==> src/rtl/sram_arbiter.sv <==
// sram_arbiter: two-requester byte-burst read scheduler for a shared single-port SRAM.
// Ports:
//   clk, n_rst                         clock and synchronous active-low reset
//   coef_req/addr/len                  coefficient burst request, start address, byte count
//   coef_grant/byte/byte_valid/done    coefficient ownership, returned byte and its strobe, end-of-burst pulse
//   img_*                              image-side ports with the same widths and meaning
//   sram_addr, sram_read               SRAM read address and one-cycle read strobe
//   sram_rdata, sram_rvalid            SRAM read data and its valid strobe
//   busy                               high whenever the scheduler is not idle
// Build option: define SRAM_ARB_COEF_PRIO_EN for fixed coefficient priority;
// otherwise ties are broken round-robin.
module sram_arbiter #(
    parameter int ADDR_W = 16,
    parameter int LEN_W  = 8
) (
    input  logic              clk,
    input  logic              n_rst,
    input  logic              coef_req,
    input  logic [ADDR_W-1:0] coef_addr,
    input  logic [LEN_W-1:0]  coef_len,
    output logic              coef_grant,
    output logic [7:0]        coef_byte,
    output logic              coef_byte_valid,
    output logic              coef_done,
    input  logic              img_req,
    input  logic [ADDR_W-1:0] img_addr,
    input  logic [LEN_W-1:0]  img_len,
    output logic              img_grant,
    output logic [7:0]        img_byte,
    output logic              img_byte_valid,
    output logic              img_done,
    output logic [ADDR_W-1:0] sram_addr,
    output logic              sram_read,
    input  logic [7:0]        sram_rdata,
    input  logic              sram_rvalid,
    output logic              busy
);
    typedef enum logic [1:0] {IDLE, ISSUE, WAIT, DONE} state_t;

    state_t            state;
    logic              owner_img;
    logic [ADDR_W-1:0] cur_addr;
    logic [LEN_W-1:0]  remaining;
    logic              pick_img;
    logic [ADDR_W-1:0] sel_addr;
    logic [LEN_W-1:0]  sel_len;

`ifdef SRAM_ARB_COEF_PRIO_EN
    assign pick_img = img_req && !coef_req;
`else
    logic last_img;
    // On a tie the requester that was not served last wins.
    assign pick_img = img_req && (!coef_req || !last_img);
`endif

    assign sel_addr = pick_img ? img_addr : coef_addr;
    assign sel_len  = pick_img ? img_len : coef_len;
    assign busy     = state != IDLE;

    always_ff @(posedge clk) begin
        if (!n_rst) begin
            state           <= IDLE;
            owner_img       <= 1'b0;
            cur_addr        <= '0;
            remaining       <= '0;
            coef_grant      <= 1'b0;
            coef_byte       <= '0;
            coef_byte_valid <= 1'b0;
            coef_done       <= 1'b0;
            img_grant       <= 1'b0;
            img_byte        <= '0;
            img_byte_valid  <= 1'b0;
            img_done        <= 1'b0;
            sram_addr       <= '0;
            sram_read       <= 1'b0;
`ifndef SRAM_ARB_COEF_PRIO_EN
            last_img        <= 1'b1;
`endif
        end else begin
            coef_byte_valid <= 1'b0;
            img_byte_valid  <= 1'b0;
            coef_done       <= 1'b0;
            img_done        <= 1'b0;
            sram_read       <= 1'b0;
            case (state)
                IDLE: if (coef_req || img_req) begin
                    owner_img  <= pick_img;
                    coef_grant <= !pick_img;
                    img_grant  <= pick_img;
                    cur_addr   <= sel_addr;
                    remaining  <= sel_len;
                    if (sel_len != '0) begin
                        state     <= ISSUE;
                        sram_read <= 1'b1;
                        sram_addr <= sel_addr;
                    end else begin
                        state <= DONE;
                    end
                end
                ISSUE: state <= WAIT;
                WAIT: if (sram_rvalid) begin
                    if (owner_img) img_byte <= sram_rdata;
                    else coef_byte <= sram_rdata;
                    img_byte_valid  <= owner_img;
                    coef_byte_valid <= !owner_img;
                    cur_addr        <= cur_addr + ADDR_W'(1);
                    remaining       <= remaining - LEN_W'(1);
                    if (remaining == LEN_W'(1)) begin
                        state     <= DONE;
                        img_done  <= owner_img;
                        coef_done <= !owner_img;
                    end else begin
                        state     <= ISSUE;
                        sram_read <= 1'b1;
                        sram_addr <= cur_addr + ADDR_W'(1);
                    end
                end
                DONE: if (!coef_done && !img_done) begin
                    // Zero-length bursts arrive here without a done pulse;
                    // raise it now and leave on the next edge.
                    img_done  <= owner_img;
                    coef_done <= !owner_img;
                end else begin
                    state      <= IDLE;
                    coef_grant <= 1'b0;
                    img_grant  <= 1'b0;
`ifndef SRAM_ARB_COEF_PRIO_EN
                    last_img   <= owner_img;
`endif
                end
            endcase
        end
    end
endmodule

==> config.mk <==
export PLATFORM = sky130hd
export DESIGN_NAME = sram_arbiter
export DESIGN_NICKNAME = d
export VERILOG_FILES = /design/src/rtl/sram_arbiter.sv
export SDC_FILE = /design/constraint.sdc
export NUM_CORES = 1
export LEC_CHECK = 0
export CORE_UTILIZATION = 46
export CTS_BUF_LIST = sky130_fd_sc_hd__clkbuf_16
export DETAILED_ROUTE_END_ITERATION = 16
export PLACE_DENSITY = 0.86
export SETUP_SLACK_MARGIN = 0.05
export SLEW_MARGIN = 20
export SYNTH_ARGS = -nofsm -noshare
export SYNTH_HDL_FRONTEND = slang
export SYNTH_SLANG_ARGS = --single-unit
==> constraint.sdc <==
create_clock -name clk -period 1.89 [get_ports clk]
set_clock_uncertainty 0.1 [all_clocks]
set_input_delay 0.378 -clock clk [delete_from_list [all_inputs] [get_ports clk]]
set_output_delay 0.378 -clock clk [all_outputs]
set_load 0.02 [all_outputs]
==> run_results.csv <==
group,metric,value,unit
cts,clockBufferDepth,2,
final_layout,insertedDiodeCount,0,
final_layout,area_delta_synth_final,52.51,%
sta,hold_viol_final,0,
critical_path,cp-start-kind,"primary input",
synthesis,synth_seq_cells,67,
synthesis,async_reset_ff_share,0,%
cts,cts_tree,"done",
synthesis,synth.largest_area_cell,"dfxtp_1",
sta,maxSlewViolCount,0,
route,postRouteAntennaNets,0,
cts,htree_levels,3,
cts,ctsHoldBuffers,0,
synthesis,synth_edf_count,0,
final_layout,multiInputGateArea,2051,µm²
power,p_per_area,879.3,nW/µm²
synthesis,synth_flop_cell,"dfxtp_1",
route,vias_per_cell,5.750,
floorplan,fp.dieH,88.82,µm
floorplan,rows,31,
sta,worst_pin_slew,0.5365,ns
synthesis,syn-num-nets,486,
placement,place_hpwl,7033,µm
floorplan,die_w,88.82,µm
floorplan,dieArea,7888,µm²
critical_path,timing.rr.end,"sram_addr[4]$_SDFFE_PN0P_",
grt,grt_max_degree,29,
sta,setup_viol,0,
critical_path,crit_fanout,5,
grt,use_met2,45.24,%
final_layout,fillers,521,
worst_hold_path,whs_path_depth,2,
critical_path,r2r_start,"last_img$_SDFFE_PN1P_",
sta,maxSlewHeadroom,64.23,%
cts,clk_latency,0.33,ns
critical_path,rrSetupSlack,0.09,ns
route,via_count,3766,
critical_path,cp-end-kind,"flop",
grt,grt_use_met3,6.343,%
grt,grt_pass1_wl,15830,µm
critical_path,cp.required,2.01,ns
run_status,outcome,"completed",
power,p_leak,2.177,nW
synthesis,ys_types,49,
route,avgRoutedWirePerCell,16.43,µm
worst_hold_path,min_from,"coef_grant$_SDFFE_PN0P_",
grt,gr-usage-met1,30.49,%
synthesis,seq_area_frac_synth,38.69,%
synthesis,synth_area_per_cell,8.216,µm²
grt,busiest_layer,"met2",
placement,gp_congestion,0.8529,
placement,pre_cts_slack,-0.3976,ns
route,drtIter0Drc,403,
cts,numCtsBuffers,9,
final_layout,regArea,1351,µm²
grt,overflow,0,
run,cap_violations,0,
critical_path,crit_start,"img_len[4]",
critical_path,worstSetupPathType,"primary input to flop",
synthesis,synth.top_cell.area_share,38.69,%
sta,post-route-min-period,1.830,ns
cts,root_buffer,"clkbuf_16",
final_layout,layout-drive-gt1-share,17.09,%
critical_path,reg2regPathDepth,8,
grt,track_usage,26.20,%
grt,grt_antenna_before_repair,0,
synthesis,yosysWarnings,0,
route,firstDrtPassIters,5,
floorplan,coreArea,7253,µm²
sta,timing.final.ws_setup,0.05952,ns
worst_hold_path,hold_path.class,"flop to flop",
sta,fmax,546.3,MHz
grt,grt_pass1_vias,3464,
sta,rsz0062_at_grt,"true",
cts,clock-sinks,67,
sta,post-route-period-util,96.85,%
final_layout,fin_nets,615,
floorplan,ioPinCount,101,
route,drt-total-wl,10760,µm
placement,port_buffers,100,
synthesis,synthCells,422,
synthesis,synth_area_leaders,"dfxtp_1 (39%), nand2_1 (9.1%), mux2i_1 (7.8%), a21boi_0 (6.5%), nand3_1 (4.5%)",
cts,path_clk_slew,0.06,ns
power,peakVddDrop,0.5138,mV
power,p_total,4.649,mW
synthesis,syn_area,3467,µm²
critical_path,arrival,1.95,ns
route,drc,0,
worst_hold_path,min_to,"coef_grant$_SDFFE_PN0P_",
floorplan,initial_core_util,47.80,%
-- cells by family after synthesis --
family | count (synthesis) | synth area share (%)
and+or+nand+nor | 178 | 24.40
AOI/OAI and AO/OA | 95 | 18.12
DFF | 67 | 38.69
buffers and inverters | 34 | 4.944
muxes | 33 | 9.744
xor gates and xnor gates | 12 | 3.032
adders and majority gates | 3 | 1.083
-- placed cells by master (no fill, tap or decap), types with 6 or more instances in the layout --
cell and instances:
nand3_1 30, nand2_1 84, nor4_2 6, nor2_1 13, buf_12 6, nor2b_1 6, mux2i_1 27, xor2_1 9
a21boi_0 30, clkdlybuf4s50_1 85, inv_1 7, clkbuf_16 10, dfxtp_1 61, a21oi_1 12, o21ai_0 24, nor3_1 7
buf_4 36, nand4_1 9, dlymetal6s2s_1 11, o21ai_1 7
-- where the power goes --
group,leakage [nW],switching [mW],internal [mW]
Clock,0.138,0.599,0.869
Sequential,0.552,0.162,1.59
Combinational,1.49,0.730,0.702
Total,2.18,1.49,3.16
-- area by class of cell --
cell class / instances / area share, %
Multi-Input combinational cell: 321 / 38.78
Timing Repair Buffer: 145 / 27.87
Sequential cell: 67 / 25.56
Clock buffer: 9 / 4.259
Tap cell: 99 / 2.343
Clock inverter: 7 / 0.6862
Inverter: 7 / 0.4969
-- Yosys cell counts, types with 6 or more instances --
cell,count
a21boi_0,30
nor3_1,7
a21oi_1,13
nand2_1,84
nand3_1,31
o21ai_0,25
o21ai_1,8
inv_1,7
nand4_1,9
mux2i_1,27
nor2b_1,8
mux2_2,6
dfxtp_1,67
nor2_1,13
buf_2,8
xor2_1,9
clkbuf_1,12
nor4_1,9
-- per-stage QoR --
step	instances	area (µm²)	util [%]	hold slack (ns)	setup TNS (ns)
6_report	655	5288	72.90	0.3565	0
5_1_grt	655	5288	72.90	0.3815	-0.09160
4_1_cts	651	5142	70.90	0.3435	0
3_5_place_dp	632	4787	66.00	0.3536	-13.38
3_3_place_gp	632	4787	66.00	0.3445	-11.05
2_1_floorplan	422	3467	-	0.3635	0
-- how the worst max path moves through the flow --
stage                     cells past startpoint  slack [ns]                    endpoint
after CTS                                     8        0.05  sram_addr[12]$_SDFFE_PN0P_
final                                         7        0.06   sram_addr[4]$_SDFFE_PN0P_
after floorplan                               6        0.23   sram_addr[4]$_SDFFE_PN0P_
after global placement                        6       -0.35   remaining[4]$_SDFFE_PN0P_
after global routing                          5       -0.04   remaining[5]$_SDFFE_PN0P_
after detailed placement                      7       -0.40   cur_addr[15]$_SDFFE_PN0P_
-- per-layer routing --
metal  routed length [µm]  vias to the layer above
met3                  725                       48
li1                     -                     1747
met1                 4194                     1784
met2                 5430                      187
met5                    0                        -
met4                  412                        0
-- registers in the layout, indices dropped and copies added (netlist names) --
| name | flops |
|---|---|
| coef_byte | 8 |
| coef_byte_valid | 1 |
| coef_done | 1 |
| coef_grant | 1 |
| cur_addr | 16 |
| img_byte | 8 |
| img_byte_valid | 1 |
| img_done | 1 |
| img_grant | 1 |
| last_img | 1 |
| owner_img | 1 |
| remaining | 8 |
| sram_addr | 16 |
| sram_read | 1 |
| state | 2 |
-- timing repair --
item                                   4_1_cts  5_1_grt
setup endpoints to repair                   36       26
endpoints found under the hold margin        0        0
setup buffers                                2        3
gates cloned                                 1        1
pin swaps                                    5        9
resized for setup                           11       30
-- critical path: stages --
cell             delay [ns]
clkdlybuf4s50_1        0.49
nor4_4                 0.23
nand4_1                0.21
and4_4                 0.28
buf_12                 0.14
mux2i_1                0.16
nor2b_1                0.06
Note: power is estimated with default switching activity, not from simulation.
==> edit (same flow settings) <==
Re-encode `state_t` (4 states) as Gray code, 2 bits wide.
--- a/src/rtl/sram_arbiter.sv
+++ b/src/rtl/sram_arbiter.sv
@@ -35,7 +35,7 @@
     input  logic              sram_rvalid,
     output logic              busy
 );
-    typedef enum logic [1:0] {IDLE, ISSUE, WAIT, DONE} state_t;
+    typedef enum logic [1:0] {IDLE = 2'b00, ISSUE = 2'b01, WAIT = 2'b11, DONE = 2'b10} state_t;
 
     state_t            state;
     logic              owner_img;
Formal check against the unedited RTL: no difference found for any inputs over 4 cycles, from zero or initial values and one cycle with n_rst low; so few cycles prove little.
==> edit against the original RTL <==
The run now ends with negative setup slack left; setup slack lost 0.21 ns; die area is 1.9% lower; design area up 3.7%; routed wire length increased by 17%; sequential share of layout area down 0.84 points; maximum frequency shrank 10%; sequential cell count unchanged; count of clock-buffer cells in the layout is the same; synthesized area is 1.9% lower; critical endpoint is now sram_addr[6]$_SDFFE_PN0P_.
Power is not compared: it rests on default switching activity, and its combinational part moved more than twofold at a synthesized area within 25%.
==> edit: results <==
export IMPL_status="finished, violations left"
export IMPL_violations="negative setup slack"
export IMPL_synth_ff_type="dfxtp_1"
export IMPL_seq_cells=67
export IMPL_multi_input_area_share=0.4000
export IMPL_setup_tns_ns=-2.210
export IMPL_nNetsFinal=641
export IMPL_dp_cells=649
export IMPL_final_cells=674
export IMPL_taps=96
export IMPL_synthTopCellsByCount="77 x nand2_1, 67 x dfxtp_1, 51 x a21oi_1"
export IMPL_fillers=424
export IMPL_cp_slowest_cell="dfxtp_2"
export IMPL_place_area_sq_mm=0.004877
export IMPL_place_gp_congestion=0.8474
export IMPL_worstPathMaxFanout=7
export IMPL_clk_latency_ns=0.34
export IMPL_grtUsageMet2=0.5328
export IMPL_grt_start_max_net_pins=20
export IMPL_use_met1=0.3561
export IMPL_top_regs="cur_addr (16), sram_addr (16)"
export IMPL_grt_pass1_wl_microns=18090
export IMPL_met1Wirelength_microns=4685
export IMPL_critical_path_top_delay_family="compound AO/OA/AOI/OAI gates"
export IMPL_vias=4027
export IMPL_inverters=12
export IMPL_timing_slew_headroom=0.6174
export IMPL_syn_nets=502
export IMPL_synth_cell_types=44
export IMPL_hpwl_microns=7456
export IMPL_grt_antenna_before_repair=0
export IMPL_nMultiInputCombCells=331
export IMPL_hold_ws_ns=0.3570
export IMPL_synthArstFlopShare=0
export IMPL_met3_length_microns=969
export IMPL_clock_cell_area_share=0.05500
export IMPL_yosysSeqAreaShare=0.3946
export IMPL_met3_usage=0.04995
export IMPL_nonClockBufferCount=152
export IMPL_place_ws_ns=-0.4028
export IMPL_area_sequential_sq_mm=0.001355
export IMPL_first_pass_iters=6
export IMPL_grt_pass1_vias=3850
export IMPL_drive_gt1_frac=0.2284
export IMPL_design_area_sq_mm=0.005483
export IMPL_critPathMaxStageDelay_ns=0.36
export IMPL_wl_per_cell_microns=18.76
export IMPL_syn_inst=434
export IMPL_synth_area_leaders="dfxtp_1 39%, nand2_1 8.5%, a21oi_1 7.5%"
export IMPL_setup_viol=36
export IMPL_wl_met2_microns=6362
export IMPL_setup_ws_ns=-0.1522
export IMPL_drtIter0Drc=380
[edit: cells by family after synthesis]
family	count (synthesis)	synth area share
AOI/OAI and AO/OA	122	0.2098
adders and majority gates	7	0.02576
DFF	67	0.3946
buffers and inverters	36	0.04196
xor gates and xnor gates	11	0.02834
and+or+nand+nor	167	0.2275
muxes	24	0.07214
[edit: worst paths after layout]
check	start	end
worst max-delay path	state[1]$_SDFFE_PN0P_	sram_addr[6]$_SDFFE_PN0P_
worst min-delay path	coef_byte[0]$_SDFFE_PN0P_	coef_byte[0]$_SDFFE_PN0P_
worst max register to register	state[1]$_SDFFE_PN0P_	sram_addr[6]$_SDFFE_PN0P_
worst min register to register	coef_byte[0]$_SDFFE_PN0P_	coef_byte[0]$_SDFFE_PN0P_
[edit: what timing repair did]
item	in CTS	in global routing
pin swaps	10	13
resized for setup	30	31
setup endpoints to repair	42	42
setup buffers	7	1
cloned	0	1
[edit: tightest hold or removal path: stages, from the launching register on]
cell and delay [ns]:
dfxtp_1 0.31, nand2_1 0.05, a21oi_1 0.05
